File: config.mk
export PLATFORM = sky130hd
export DESIGN_NAME = mc_sequencer
export DESIGN_NICKNAME = d
export VERILOG_FILES = /design/src/rtl/mc_pkg.sv /design/src/rtl/mc_perf_counters.sv /design/src/rtl/mc_sequencer.sv
export SDC_FILE = /design/constraint.sdc
export NUM_CORES = 1
export LEC_CHECK = 0
export BUFFER_PORTS_ARGS = -buffer_cell sky130_fd_sc_hd__clkbuf_2
export CAP_MARGIN = 20
export CORE_ASPECT_RATIO = 0.9
export CORE_MARGIN = 1.5
export CORE_UTILIZATION = 45
export CTS_CLUSTER_DIAMETER = 120
export DETAILED_ROUTE_END_ITERATION = 7
export GPL_TIMING_DRIVEN = 0
export PLACE_DENSITY = 0.64
export SETUP_SLACK_MARGIN = 0.02
export SLEW_MARGIN = 20
export SYNTH_ARGS = -nofsm -noshare
export SYNTH_HDL_FRONTEND = slang
export SYNTH_SLANG_ARGS = --single-unit
File: constraint.sdc
create_clock -name clk -period 7.6 [get_ports clk]
set_input_delay 0.38 -clock clk [delete_from_list [all_inputs] [get_ports clk]]
set_output_delay 0.38 -clock clk [all_outputs]
set_load 0.02 [all_outputs]
File: src/rtl/mc_pkg.sv
// mc_pkg: shared types and constants for the multi-cycle sequencer.
//   mc_state_t   - sequencer phase encoding (INIT=0 .. HALT=6)
//   PCSRC_*      - next-PC select codes driven on pc_src
//   MEM_TIMEOUT_DEFAULT - default memory-wait watchdog limit
package mc_pkg;

   typedef enum logic [2:0] {
      INIT   = 3'd0,
      FETCH  = 3'd1,
      DECODE = 3'd2,
      EXEC   = 3'd3,
      MEM    = 3'd4,
      WB     = 3'd5,
      HALT   = 3'd6
   } mc_state_t;

   localparam logic [1:0] PCSRC_SEQ = 2'b00;
   localparam logic [1:0] PCSRC_BR  = 2'b01;
   localparam logic [1:0] PCSRC_JMP = 2'b10;
   localparam logic [1:0] PCSRC_REG = 2'b11;

   localparam int MEM_TIMEOUT_DEFAULT = 255;

   // Phases that own the shared memory port and are covered by the watchdog.
   function automatic logic is_mem_phase(input mc_state_t s);
      return (s == FETCH) || (s == MEM);
   endfunction

endpackage

File: src/rtl/mc_perf_counters.sv
// mc_perf_counters: active-cycle and retired-instruction counters.
//   clk, rst      - clock and synchronous active-high reset
//   count_cycle   - strobe: this cycle is an active (non-INIT, non-HALT) cycle
//   count_retire  - strobe: an instruction completes this cycle
//   cycle_cnt     - active-cycle count, wraps modulo 2^CNT_W
//   instret       - retired-instruction count, wraps modulo 2^CNT_W
module mc_perf_counters #(
   parameter int CNT_W = 32
) (
   input  logic             clk,
   input  logic             rst,
   input  logic             count_cycle,
   input  logic             count_retire,
   output logic [CNT_W-1:0] cycle_cnt,
   output logic [CNT_W-1:0] instret
);

   // Counter registers; natural overflow gives the modulo wrap.
   always_ff @(posedge clk) begin
      if (rst) begin
         cycle_cnt <= {CNT_W{1'b0}};
         instret   <= {CNT_W{1'b0}};
      end else begin
         if (count_cycle) begin
            cycle_cnt <= cycle_cnt + CNT_W'(1'b1);
         end else begin
            cycle_cnt <= cycle_cnt;
         end
         if (count_retire) begin
            instret <= instret + CNT_W'(1'b1);
         end else begin
            instret <= instret;
         end
      end
   end

endmodule

File: src/rtl/mc_sequencer.sv
// mc_sequencer: multi-cycle MIPS control sequencer (fetch/decode/exec/mem/wb)
// over one shared memory port and one ALU, with halt, memory-wait watchdog and
// performance counters.
//   inputs : clk, rst (sync, active-high), ctl_* decoded control, br_cond,
//            mem_ready
//   outputs: mem_req, mem_we, iord, ir_we, pc_we, pc_src, ab_we, alu_we,
//            mdr_we, rf_we (combinational from state and inputs),
//            halted, err, cycle_cnt, instret
module mc_sequencer #(
   parameter int MEM_TIMEOUT = mc_pkg::MEM_TIMEOUT_DEFAULT,
   parameter int CNT_W       = 32
) (
   input  logic             clk,
   input  logic             rst,
   input  logic             ctl_regwr,
   input  logic             ctl_memwr,
   input  logic             ctl_memrd,
   input  logic             ctl_branch,
   input  logic             ctl_jump,
   input  logic             ctl_jreg,
   input  logic             ctl_link,
   input  logic             ctl_halt,
   input  logic             br_cond,
   input  logic             mem_ready,
   output logic             mem_req,
   output logic             mem_we,
   output logic             iord,
   output logic             ir_we,
   output logic             pc_we,
   output logic [1:0]       pc_src,
   output logic             ab_we,
   output logic             alu_we,
   output logic             mdr_we,
   output logic             rf_we,
   output logic             halted,
   output logic             err,
   output logic [CNT_W-1:0] cycle_cnt,
   output logic [CNT_W-1:0] instret
);
   import mc_pkg::*;

   // wait_cnt never exceeds MEM_TIMEOUT: reaching it without mem_ready halts.
   localparam int WAIT_W = (MEM_TIMEOUT < 1) ? 1 : $clog2(MEM_TIMEOUT + 1);
   localparam logic [WAIT_W-1:0] WAIT_LIMIT = WAIT_W'(MEM_TIMEOUT);

   mc_state_t         state_r;
   mc_state_t         state_next_s;
   logic [WAIT_W-1:0] wait_cnt_r;
   logic              err_r;
   logic              timeout_s;
   logic              retire_s;
   logic              count_cycle_s;

   // mem_ready takes priority: a timeout only fires when the access is still pending.
   assign timeout_s     = is_mem_phase(state_r) && !mem_ready && (wait_cnt_r == WAIT_LIMIT);
   assign count_cycle_s = (state_r != INIT) && (state_r != HALT);
   assign err           = err_r;

   // Next-state decode and phase-gated control outputs.
   always_comb begin
      state_next_s = state_r;
      retire_s     = 1'b0;
      mem_req      = 1'b0;
      mem_we       = 1'b0;
      iord         = 1'b0;
      ir_we        = 1'b0;
      pc_we        = 1'b0;
      pc_src       = PCSRC_SEQ;
      ab_we        = 1'b0;
      alu_we       = 1'b0;
      mdr_we       = 1'b0;
      rf_we        = 1'b0;
      halted       = 1'b0;
      case (state_r)
         INIT: begin
            state_next_s = FETCH;
         end
         FETCH: begin
            mem_req = 1'b1;
            if (mem_ready) begin
               ir_we        = 1'b1;
               pc_we        = 1'b1;
               pc_src       = PCSRC_SEQ;
               state_next_s = DECODE;
            end else if (timeout_s) begin
               state_next_s = HALT;
            end else begin
               state_next_s = FETCH;
            end
         end
         DECODE: begin
            ab_we = 1'b1;
            if (ctl_halt) begin
               // The halt instruction itself retires.
               state_next_s = HALT;
               retire_s     = 1'b1;
            end else if (ctl_jump) begin
               pc_we  = 1'b1;
               pc_src = ctl_jreg ? PCSRC_REG : PCSRC_JMP;
               if (ctl_link) begin
                  state_next_s = WB;
               end else begin
                  state_next_s = FETCH;
                  retire_s     = 1'b1;
               end
            end else begin
               state_next_s = EXEC;
            end
         end
         EXEC: begin
            alu_we = 1'b1;
            if (ctl_branch) begin
               pc_we        = br_cond;
               pc_src       = PCSRC_BR;
               state_next_s = FETCH;
               retire_s     = 1'b1;
            end else if (ctl_memrd || ctl_memwr) begin
               state_next_s = MEM;
            end else if (ctl_regwr) begin
               state_next_s = WB;
            end else begin
               state_next_s = FETCH;
               retire_s     = 1'b1;
            end
         end
         MEM: begin
            mem_req = 1'b1;
            iord    = 1'b1;
            // A store abandoned by the watchdog must not write.
            mem_we  = ctl_memwr && !timeout_s;
            if (mem_ready) begin
               if (ctl_memrd) begin
                  mdr_we       = 1'b1;
                  state_next_s = WB;
               end else begin
                  state_next_s = FETCH;
                  retire_s     = 1'b1;
               end
            end else if (timeout_s) begin
               state_next_s = HALT;
            end else begin
               state_next_s = MEM;
            end
         end
         WB: begin
            rf_we        = 1'b1;
            state_next_s = FETCH;
            retire_s     = 1'b1;
         end
         HALT: begin
            halted       = 1'b1;
            state_next_s = HALT;
         end
         default: begin
            state_next_s = INIT;
         end
      endcase
   end

   // Phase register, watchdog counter and sticky watchdog error flag.
   always_ff @(posedge clk) begin
      if (rst) begin
         state_r    <= INIT;
         wait_cnt_r <= {WAIT_W{1'b0}};
         err_r      <= 1'b0;
      end else begin
         state_r <= state_next_s;
         // Any phase change restarts the count, covering entry to FETCH/MEM.
         if (state_next_s != state_r) begin
            wait_cnt_r <= {WAIT_W{1'b0}};
         end else if (is_mem_phase(state_r) && !mem_ready) begin
            wait_cnt_r <= wait_cnt_r + WAIT_W'(1'b1);
         end else begin
            wait_cnt_r <= wait_cnt_r;
         end
         if (timeout_s) begin
            err_r <= 1'b1;
         end else begin
            err_r <= err_r;
         end
      end
   end

   mc_perf_counters #(
      .CNT_W (CNT_W)
   ) u_perf (
      .clk          (clk),
      .rst          (rst),
      .count_cycle  (count_cycle_s),
      .count_retire (retire_s),
      .cycle_cnt    (cycle_cnt),
      .instret      (instret)
   );

endmodule

Word level (Yosys, flattened, before mapping) --
Index checks and enable logic that the tools add are counted.
Word-level totals: bits in registers 76
Operators by class: add/subtract/negate cells 3, equal/unequal tests 9, multiplexer cells 42, reduce and logical (&&, ||, !) cells 13
Operators with widths (count):
- 32-bit by 1-bit adder with 32-bit output (second input constant) | 2
- 3-bit 2-to-1 mux | 10
- 1-bit 2-to-1 mux | 25
- 3-bit case mux with 6 select lines | 1
- 3-bit equality test (second input constant) | 3
- 8-bit by 1-bit adder with 8-bit output (second input constant) | 1
- 8-bit equality test (second input constant) | 1
- 3-bit by 2-bit equality test with 1-bit output (second input constant) | 2
- 2-bit 2-to-1 mux | 3
- 2-bit OR reduction | 3
- 1-bit logical AND | 4
- 1-bit case mux with 4 select lines | 1
- 2-bit case mux with 2 select lines | 1
- 3-bit by 1-bit equality test with 1-bit output (second input constant) | 1
- 3-bit zero test | 1
- 3-bit != test | 1
- 3-bit != test (second input constant) | 1
- 1-bit case mux with 3 select lines | 1
- 3-bit nonzero test | 1
- 1-bit zero test | 2
- 1-bit logical OR | 2

Longest topological paths before layout --
Gate-level depths: netlist of run 1.
depth in word-level cells 9, gate-level depth with buffers 9, mapped depth without buffers 7

By module --
From an unflattened synthesis of run 1, not the netlist that was laid out.
Unflattened totals: cell total of the unflattened synthesis 462, area total of the unflattened synthesis 3925.0 sq um
Modules (own cells, without submodules):
- mc_perf_counters | times used 1, cells each 354, area an instance 3019.1 sq um
- mc_sequencer | times used 1, cells each 108, area an instance 905.9 sq um

Worst setup path before layout of run 1 --
Ideal clock, no wire load.
path type flip-flop to flip-flop, start register state_r[2], end register u_perf.instret[31], library setup time 0.123 ns, data arrival time 2.369 ns, setup slack 5.108 ns, cell stages (with the launch flop) 9, path buffers 1, period minus slack after synthesis 2.492 ns, cell sequence dfxtp_1 > clkbuf_1 > inv_1 > ha_1 > nor3b_1 > o221ai_2 > a2111oi_2 > nand4_1 > mux2_1
Between the ends: longest elaborated chain between the ends 2, elaborated cells on any way between the ends 5
RTL lines:
- start, declared | line mc_sequencer.sv:46 | mc_state_t state_r;
- start signal, assigned | line mc_sequencer.sv:167 | state_r <= state_next_s;
- 3-bit equality test / 3-bit by 2-bit equality test with 1-bit output (equally long branches) | line mc_sequencer.sv:74 | case (state_r)
- 1-bit case mux with 4 select lines * | line mc_sequencer.sv:74
- end signal, assigned | line mc_perf_counters.sv:22 | instret <= {CNT_W{1'b0}};
- end signal, assigned | line mc_perf_counters.sv:30 | instret <= instret + CNT_W'(1'b1);
- end signal, assigned | line mc_perf_counters.sv:32 | instret <= instret;
- end, declared | line mc_perf_counters.sv:15 | output logic [CNT_W-1:0] instret
Mark *: on every way between the ends. The rest lies on a longest branch, timed or not. A chain may end at the register's enable or synchronous reset.

Worst setup path in the final report of run 1 --
start register state_r[2], end register u_perf.instret[30]
Same word-level chain as after synthesis.

==> results of run 1 <==
-- worst max path at each step --
stage                     startpoint  slack [ns]                              end
4_1_cts        state_r[2]$_SDFF_PP0_        4.61  u_perf.instret[30]$_SDFFE_PP0P_
3_3_place_gp   state_r[2]$_SDFF_PP0_        4.61  u_perf.instret[30]$_SDFFE_PP0P_
3_5_place_dp   state_r[2]$_SDFF_PP0_        4.61  u_perf.instret[30]$_SDFFE_PP0P_
6_report       state_r[2]$_SDFF_PP0_        4.60  u_perf.instret[30]$_SDFFE_PP0P_
5_1_grt        state_r[2]$_SDFF_PP0_        4.35  u_perf.instret[30]$_SDFFE_PP0P_
2_1_floorplan  state_r[2]$_SDFF_PP0_        5.11  u_perf.instret[31]$_SDFFE_PP0P_
-- kinds of logic (layout without fill, tap and decap cells) --
group	after synthesis	after routing
AOI/OAI and AO/OA	68	68
xor gates and xnor gates	59	59
adders and majority gates	4	4
buffers and inverters	35	137
DFF	76	76
muxes	5	5
and+or+nand+nor	226	226
-- synth_stat cells (4+ instances only) --
library cell,count
o21ai_0,12
nand4_1,25
nand3_1,25
ha_1,4
and4_1,8
and3_1,7
nor3_1,12
nand2b_1,4
xor2_1,30
nor2_1,86
buf_2,4
inv_1,10
xnor2_1,29
nand2_1,29
a211oi_1,9
dfxtp_1,76
clkbuf_1,13
or3_1,5
a21oi_1,18
a2111oi_2,10
-- worst register-to-register path, cell delays in order (launching register included) --
cell	delay (ns)
dfxtp_1	0.44
clkbuf_1	0.36
inv_1	0.16
ha_1	0.33
nor3b_1	0.25
o221ai_2	0.24
a21oi_1	0.53
and4_1	0.29
mux2_2	0.32
-- power breakdown --
group	internal [mW]	leakage [nW]	switching (mW)
sequential	0.401	0.613	0.00378
combinational	0.0216	1.09	0.0404
clock	0.194	0.109	0.162
total	0.617	1.81	0.206
-- metrics by stage --
stage | instance area, um^2 | instances | utilization (%) | setup WS [ns]
floorplan | 4050 | 473 | - | 5.11
global placement | 4640 | 679 | 53.6 | 4.61
detailed placement | 4640 | 679 | 53.6 | 4.61
CTS | 4860 | 694 | 56.2 | 4.61
global route | 4860 | 694 | 56.2 | 4.35
finish | 4860 | 694 | 56.2 | 4.60
-- metal layers --
layer | global-route usage [%] | up-vias | wire length [um]
met1 | 30.4 | 1755 | 4920
met2 | 32.7 | 95 | 4340
met4 | 5.07 | 0 | 94
met3 | 6.20 | 9 | 597
met5 | 0 | - | 0
li1 | - | 1884 | -
-- flip-flops by register name, indices dropped and copies added (netlist names) --
signal / cells
err: 1
u_perf.cycle_cnt: 32
wait_cnt_r: 8
state_r: 3
u_perf.instret: 32
-- cell type report --
class	instances	area (um^2)
repair buffers	87	435
multi-input cells	362	2350
clock inverters	5	85.1
well taps	119	149
inverters	12	45.0
plain buffers	23	136
clock buffers	10	138
flip-flops and latches	76	1520
fillers	850	3790
==> results_dict.tcl, run 1 <==
set metrics [dict create \
    synth-simple-area-share_pct 29.0 \
    synth_warnings 0 \
    area_delta_synth_final_pct 19.9 \
    critical-path-slowest-cell "a21oi_1" \
    worst-r2r-setup-slack_ns 4.60 \
    via_count 3743 \
    crit_path_end_kind "flip-flop" \
    yosys.area.top_type_share_pct 37.5 \
    nNetsFinal 587 \
    worst_pin_slew_ns 0.586 \
    syn_area_um2 4050 \
    crit_type "reg2reg" \
    ant_nets 0 \
    r2r-end "u_perf.instret[30]$_SDFFE_PP0P_" \
    cp.arrival_ns 3.26 \
    row_count 32 \
    final-setup-viol-count 0 \
    final_cell_mix "clkbuf_2, nor2_1, dfxtp_1, xor2_1" \
    worstSkewPairLatency_ns 0.36 \
    cts.repair.resized 0 \
    cts_sinks 76 \
    overflow 0 \
    viasPerCell 5.39 \
    grt_max_degree 14 \
    portBuffers 87 \
    synth_top_family_by_area "simple AND/OR/NAND/NOR gates" \
    min_from "rst" \
    synthCells 473 \
    synthFlopType "dfxtp_1" \
    synth_seq_cells 76 \
    crit_buf_inv 2 \
    maxCapViolations 0 \
    hp-class "in2reg" \
    slew_headroom_pct 59.9 \
    ys_async_sr_fraction_pct 0 \
    clk_path_buf_depth 2 \
    gp_congestion 0.883 \
    grt_pass1_vias 3317 \
    fmax_ghz 0.333 \
    final_common_cell "clkbuf_2" \
    synth_xor_area_share_pct 12.7 \
    synthAdderAreaFrac_pct 1.23 \
    drt_iter0_markers 116 \
    total_power_uw 822 \
    synth_nets 489 \
    fin_worst_hold_slack_ns 0.388 \
    ios 89 \
    start_util_pct 46.9 \
    antenna_found_initial 0 \
    synth.area.top_cells "dfxtp_1, nor2_1, xor2_1, xnor2_1, nand4_1" \
    cts-root-buf "clkbuf_8" \
    seq_area_frac_synth_pct 37.5 \
    critPathRequiredTime_ns 7.86 \
    core-area_um2 8650 \
    whs_path_depth 3 \
    hold_viol 0 \
    slowest_delay_ns 0.53 \
    r2r_start "state_r[2]$_SDFF_PP0_" \
    grt_pass1_wl_um 16300 \
    cts_made_buffers 9 \
    die_h_um 93.0 \
    die_w_um 103 \
    ys_types 59 \
    slew_violations 0 \
    synth_edf_count 0 \
    startpoint_type "flip-flop" \
    die_area_um2 9590 \
    drt_wl_total_um 9960 \
    postCtsHoldBufs 0 \
    routedWlPerCell_um 14.4 \
    grt.total_usage_pct 21.6 \
    cts_setup_buffers 0 \
    fin_crit_sh_pct 39.5 \
    yosysTopAreaCell "dfxtp_1" \
    crit_family "compound AO/OA/AOI/OAI gates" \
    p_leak_nw 1.81 \
    irDropWorstVdd_v 0.0000738 \
    hold_path_end "u_perf.instret[31]$_SDFFE_PP0P_" \
    powerDensity_nw_per_um2 169 \
    avgSynthCellArea_um2 8.57 \
    hpwl_um 7100 \
    worst-path-stages 8 \
    drive_above_1_share_pct 24.0 \
    synth_mux_area_share_pct 1.33 \
    drc_errors 0 \
    clock_skew_ns 0.0103 \
    synth_compound_area_share_pct 13.6 \
    cts_tree "built" \
    grt_setup_unrepaired "no" \
    outcome "finished, final reports clean" \
    first_pass_iters 4 \
    path_max_fanout 10 \
    crit_chain "clkbuf_1 > inv_1 > ha_1 > nor3b_1 > o221ai_2 > a21oi_1 > and4_1 > mux2_2" \
    tns_ns 0 \
    period_minus_slack_ns 3.00 \
    path_clk_slew_ns 0.09 \
    htreeDepth 3 \
    antenna-diode-count 0 \
    reg2reg_depth 8 \
]
Note: power is estimated with default switching activity, not from simulation.
==> run 2: changes to the inputs <==
--- a/config.mk
+++ b/config.mk
@@ -5,6 +5,7 @@
 export SDC_FILE = /design/constraint.sdc
 export NUM_CORES = 1
 export LEC_CHECK = 0
+export ABC_AREA = 1
 export BUFFER_PORTS_ARGS = -buffer_cell sky130_fd_sc_hd__clkbuf_2
 export CAP_MARGIN = 20
 export CORE_ASPECT_RATIO = 0.9
@@ -13,7 +14,7 @@
 export CTS_CLUSTER_DIAMETER = 120
 export DETAILED_ROUTE_END_ITERATION = 7
 export GPL_TIMING_DRIVEN = 0
-export PLACE_DENSITY = 0.64
+export PLACE_DENSITY = 0.66
 export SETUP_SLACK_MARGIN = 0.02
 export SLEW_MARGIN = 20
 export SYNTH_ARGS = -nofsm -noshare
==> constraint.sdc (replaced) <==
create_clock -name clk -period 2.6 [get_ports clk]
set_input_delay 0.13 -clock clk [delete_from_list [all_inputs] [get_ports clk]]
set_output_delay 0.13 -clock clk [all_outputs]
set_load 0.02 [all_outputs]
==> results_dict.tcl, run 2 <==
set metrics [dict create \
    postCtsHoldBufs 0 \
    fmax_ghz 0.460 \
    overflow 0 \
    yosys-top-cells-count "nand2_1, nor2_1, dfxtp_1" \
    die_w_um 110 \
    crit_type "reg2reg" \
    die_h_um 99.2 \
    row_count 34 \
    gp_congestion 0.928 \
    final_cells 971 \
    hold_viol 0 \
    cts_setup_buffers 0 \
    antenna_found_initial 0 \
    cts_sinks 76 \
    critPathRequiredTime_ns 2.81 \
    first_pass_iters 5 \
    cp.arrival_ns 2.38 \
    outcome "finished, final reports clean" \
    seq_area_frac_synth_pct 32.9 \
    irDropWorstVdd_v 0.000688 \
    grt_pass1_wl_um 21000 \
    htreeDepth 3 \
    core-area_um2 9830 \
    period_minus_slack_ns 2.17 \
    nNetsFinal 856 \
    synth_edf_count 0 \
    final_cell_mix "nand2_1, nor2_1, clkbuf_2, dfxtp_1, inv_1" \
    fin_crit_sh_pct 83.5 \
    via_count 4974 \
    die_area_um2 10900 \
    stdcell_area_um2 5590 \
    ys_types 41 \
    start_util_pct 47.1 \
    crit_path_end_kind "flip-flop" \
    drt_wl_total_um 12800 \
    yosysTopAreaCell "dfxtp_1" \
    worst_pin_slew_ns 0.558 \
    clk_path_buf_depth 2 \
    syn_area_um2 4630 \
    area_delta_synth_final_pct 20.8 \
    portBuffers 87 \
    path_max_fanout 7 \
    dpl_cell_area_um2 5220 \
    synth_warnings 0 \
    slew_violations 0 \
    synth_most_common_cell "nand2_1" \
    worstSkewPairLatency_ns 0.34 \
    final-setup-viol-count 0 \
    startpoint_type "flip-flop" \
    hpwl_um 9970 \
    maxCapViolations 0 \
    final_common_cell "nand2_1" \
    synthCells 742 \
    cts_made_buffers 9 \
    path_clk_slew_ns 0.07 \
    drc_errors 0 \
    yosys.area.top_type_share_pct 32.9 \
    n_fill_cell 996 \
    largest_registers "u_perf.cycle_cnt: 32 flops, u_perf.instret: 32 flops, wait_cnt_r: 8 flops" \
    tns_ns 0 \
    ant_nets 0 \
    synthFlopType "dfxtp_1" \
    synth_nets 758 \
    grt_max_degree 15 \
    drive_above_1_share_pct 18.3 \
    powerDensity_nw_per_um2 545 \
    ys_async_sr_fraction_pct 0 \
    cts.repair.resized 0 \
    viasPerCell 5.12 \
    clock_skew_ns 0.00768 \
    slew_headroom_pct 62.8 \
    synth.area.top_cells "dfxtp_1, nand2_1, nor2_1, a21oi_1, inv_1" \
    antenna-diode-count 0 \
    avgSynthCellArea_um2 6.24 \
    ios 89 \
    drt_iter0_markers 326 \
    cts_tree "built" \
    grt_pass1_vias 4503 \
    routedWlPerCell_um 13.2 \
    hp-class "in2reg" \
    synth_seq_cells 76 \
    cts-root-buf "clkbuf_16" \
    placedCellCount 955 \
    grt_setup_unrepaired "no" \
    p_leak_nw 2.27 \
    grt.total_usage_pct 24.3 \
]
## run 2: stage by stage
stage                     worst slack [ns]  utilization [%]  hold slack (ns)  total power [mW]
after floorplan                      0.612                -            0.364              1.44
after global placement               0.524             53.1            0.457              1.51
after detailed placement             0.490             53.1            0.464              1.52
after CTS                            0.467             56.9            0.228              3.07
after global routing                 0.248             56.9            0.262              3.16
final                                0.428             56.9            0.233              3.05
## run 2: per-layer routing
layer / track usage, % / part of all wire (%)
met2: 40.9 / 48
met3: 4.78 / 4.7
met5: 0 / 0
met4: 8.69 / 1.9
met1: 30.6 / 45
## run 2: cells by family (layout without fill, tap and decap cells)
group	Yosys count	in the layout	synth area share, %
flops	76	76	32.9
fa+ha+maj	4	4	1.08
simple gates	460	460	43.1
buf+inv	94	197	8.60
xor+xnor	26	26	4.92
compound gates	82	82	9.44
## run 2: path summary, 6_finish.rpt
kind / start / end / slack (ns) / cells after the start
hold reg to reg: err$_SDFFE_PP0P_ / err$_SDFFE_PP0P_ / 0.47 / 2
setup / recovery: u_perf.instret[0]$_SDFFE_PP0P_ / u_perf.instret[30]$_SDFFE_PP0P_ / 0.43 / 12
hold / removal: rst / u_perf.cycle_cnt[15]$_SDFFE_PP0P_ / 0.23 / 2
setup reg to reg: u_perf.instret[0]$_SDFFE_PP0P_ / u_perf.instret[30]$_SDFFE_PP0P_ / 0.43 / 12
## run 2: layout make-up
class,count,area (um^2),area share [%]
Tap cell,126,158,2.82
Clock inverter,7,146,2.62
Buffer,15,96.3,1.72
Inverter,79,302,5.39
Multi-Input combinational cell,572,2710,48.4
Timing Repair Buffer,87,435,7.79
Sequential cell,76,1520,27.2
Clock buffer,9,225,4.03
## run 2: report_power, final
part           switching (mW)  internal (mW)  leakage (nW)
combinational           0.202         0.0899          1.47
sequential             0.0202           1.18         0.613
clock                   0.517           1.04         0.180
total                   0.740           2.31          2.27
## run 2: worst max-delay path, cell delays in order (launching register included)
cell,delay [ns]
dfxtp_1,0.51
ha_1,0.27
nand2_1,0.12
nor2_4,0.22
inv_2,0.06
nor2_2,0.22
inv_2,0.04
nor2_1,0.27
nand2_1,0.10
nand2_1,0.06
nand2_1,0.04
nand2_1,0.05
a21oi_1,0.05
==> run 3: changes to the inputs <==
--- a/config.mk
+++ b/config.mk
@@ -14,7 +14,7 @@
 export CTS_CLUSTER_DIAMETER = 120
 export DETAILED_ROUTE_END_ITERATION = 7
 export GPL_TIMING_DRIVEN = 0
-export PLACE_DENSITY = 0.66
+export PLACE_DENSITY = 0.63
 export SETUP_SLACK_MARGIN = 0.02
 export SLEW_MARGIN = 20
 export SYNTH_ARGS = -nofsm -noshare
==> constraint.sdc (replaced) <==
create_clock -name clk -period 2.1 [get_ports clk]
set_input_delay 0.105 -clock clk [delete_from_list [all_inputs] [get_ports clk]]
set_output_delay 0.105 -clock clk [all_outputs]
set_load 0.02 [all_outputs]
==> results_dict.tcl, run 3 (synthesis gave the netlist of run 2 again) <==
set metrics [dict create \
    outcome "finished, final reports clean" \
    period_minus_slack_ns 1.97 \
    r2r-end "u_perf.instret[30]$_SDFFE_PP0P_" \
    gp_congestion 0.895 \
    grt_max_degree 14 \
    min_from "rst" \
    worstSkewPairLatency_ns 0.35 \
    start_util_pct 47.1 \
    slew_violations 0 \
    drc_errors 0 \
    cp.arrival_ns 1.86 \
    grt_setup_unrepaired "no" \
    overflow 0 \
    final_common_cell "nand2_1" \
    ant_nets 0 \
    reg2reg_depth 12 \
    whs_path_depth 2 \
    p_leak_nw 2.23 \
    crit_path_end_kind "output port" \
    drt_wl_total_um 12400 \
    hold_viol 0 \
    grt_pass1_wl_um 20700 \
    fmax_ghz 0.508 \
    slew_headroom_pct 61.9 \
    seqPwrFrac_pct 43.8 \
    core-area_um2 9830 \
    drt_iter0_markers 251 \
    worst_pin_slew_ns 0.572 \
    final_cell_mix "nand2_1, nor2_1, clkbuf_2, dfxtp_1, inv_1" \
    viasPerCell 5.04 \
    clock_power_share_pct 45.6 \
    largest_registers "u_perf.cycle_cnt: 32 flops, u_perf.instret: 32 flops, wait_cnt_r: 8 flops" \
    worst-r2r-setup-slack_ns 0.24 \
    tns_ns 0 \
    irDropWorstVdd_v 0.000478 \
    path_clk_slew_ns 0.06 \
    hpwl_um 9710 \
    hold_path_end "u_perf.cycle_cnt[15]$_SDFFE_PP0P_" \
    first_pass_iters 5 \
    die_w_um 110 \
    path_max_fanout 10 \
    htreeDepth 3 \
    critPathRequiredTime_ns 2.00 \
    antenna_found_initial 0 \
    crit_type "reg2out" \
    clk_path_buf_depth 2 \
    antenna-diode-count 0 \
    area_delta_synth_final_pct 19.5 \
    drive_above_1_share_pct 18.6 \
    p_sw_uw 901 \
    crit_chain "clkbuf_8 > inv_6 > ha_1 > inv_1 > nor4_2 > a32o_1 > clkbuf_2" \
    portBuffers 87 \
    slowest_delay_ns 0.33 \
    cts_made_buffers 9 \
    final-setup-viol-count 0 \
    die_area_um2 10900 \
    ios 89 \
    total_power_mw 3.39 \
    cts_sinks 76 \
    critical-path-slowest-cell "nor4_2" \
    die_h_um 99.2 \
    routedWlPerCell_um 12.8 \
    via_count 4892 \
    hp-class "in2reg" \
    grt.total_usage_pct 24.2 \
    clock_skew_ns 0.00568 \
    startpoint_type "flip-flop" \
    nNetsFinal 856 \
    combPwrFrac_pct 10.6 \
    cts_tree "built" \
    powerDensity_nw_per_um2 613 \
    row_count 34 \
    fin_crit_sh_pct 93.8 \
    grt_pass1_vias 4526 \
    cts-root-buf "clkbuf_16" \
    p_int_mw 2.49 \
    maxCapViolations 0 \
    p_sw_share_pct 26.6 \
    r2r_start "u_perf.instret[0]$_SDFFE_PP0P_" \
]
-- run 3: layout make-up --
cell class / instances / area (um^2)
timing repair buffer: 87 / 435
tap: 126 / 158
clock inverter: 6 / 65.1
sequential: 76 / 1520
clock buffer: 10 / 229
fill: 990 / 4300
buffer: 15 / 96.3
multi-input combinational: 572 / 2720
inverter: 79 / 302
-- run 3: through the flow --
stage	hold slack [ns]	setup WS [ns]	utilization [%]	cell area, um^2	instances
3_3_place_gp	0.455	0.0318	53.1	5220	955
6_report	0.199	0.131	56.3	5530	971
3_5_place_dp	0.464	0.0115	53.1	5220	955
4_1_cts	0.212	0.0910	56.1	5520	971
5_1_grt	0.239	0.0510	56.3	5530	971
2_1_floorplan	0.339	0.137	-	4630	742
-- run 3: worst max path at each step --
stage,slack [ns],startpoint,cells after the start,endpoint
2_1_floorplan,0.14,state_r[2]$_SDFF_PP0_,6,pc_src[0]
3_3_place_gp,0.03,u_perf.instret[0]$_SDFFE_PP0P_,12,u_perf.instret[30]$_SDFFE_PP0P_
3_5_place_dp,0.01,u_perf.instret[0]$_SDFFE_PP0P_,12,u_perf.instret[30]$_SDFFE_PP0P_
4_1_cts,0.09,state_r[2]$_SDFF_PP0_,7,pc_src[0]
5_1_grt,0.05,u_perf.instret[0]$_SDFFE_PP0P_,10,u_perf.instret[14]$_SDFFE_PP0P_
6_report,0.13,state_r[2]$_SDFF_PP0_,7,pc_src[0]
-- run 3: metal layers --
metal	vias to the layer above	GRT usage [%]	wire, um
met1	2208	30.7	5720
met5	-	0	0
met2	117	41.0	5940
met4	0	6.29	116
met3	8	5.57	672
li1	2559	-	-
-- run 3: what timing repair did --
action                     CTS  global route
gates resized for setup      1             3
setup endpoints to repair    2             3
hold buffers                 0             0
buffers inserted             0             0
-- run 3: critical path: cells and delay by family, from the launching register on --
family,cells,cell delay (ns)
AO/OA/AOI/OAI,1,0.18
adder cells (fa/ha/maj),1,0.20
AND/OR/NAND/NOR,1,0.33
buffers and inverters,4,0.50
flip-flops,1,0.30
-- run 3: power by group through the flow --
stage	clock (mW)	sequential [mW]	combinational, mW
floorplan	0	1.52	0.254
global route	1.63	1.49	0.402
CTS	1.57	1.48	0.362
finish	1.55	1.48	0.359
global placement	0	1.52	0.354
detailed placement	0	1.52	0.359
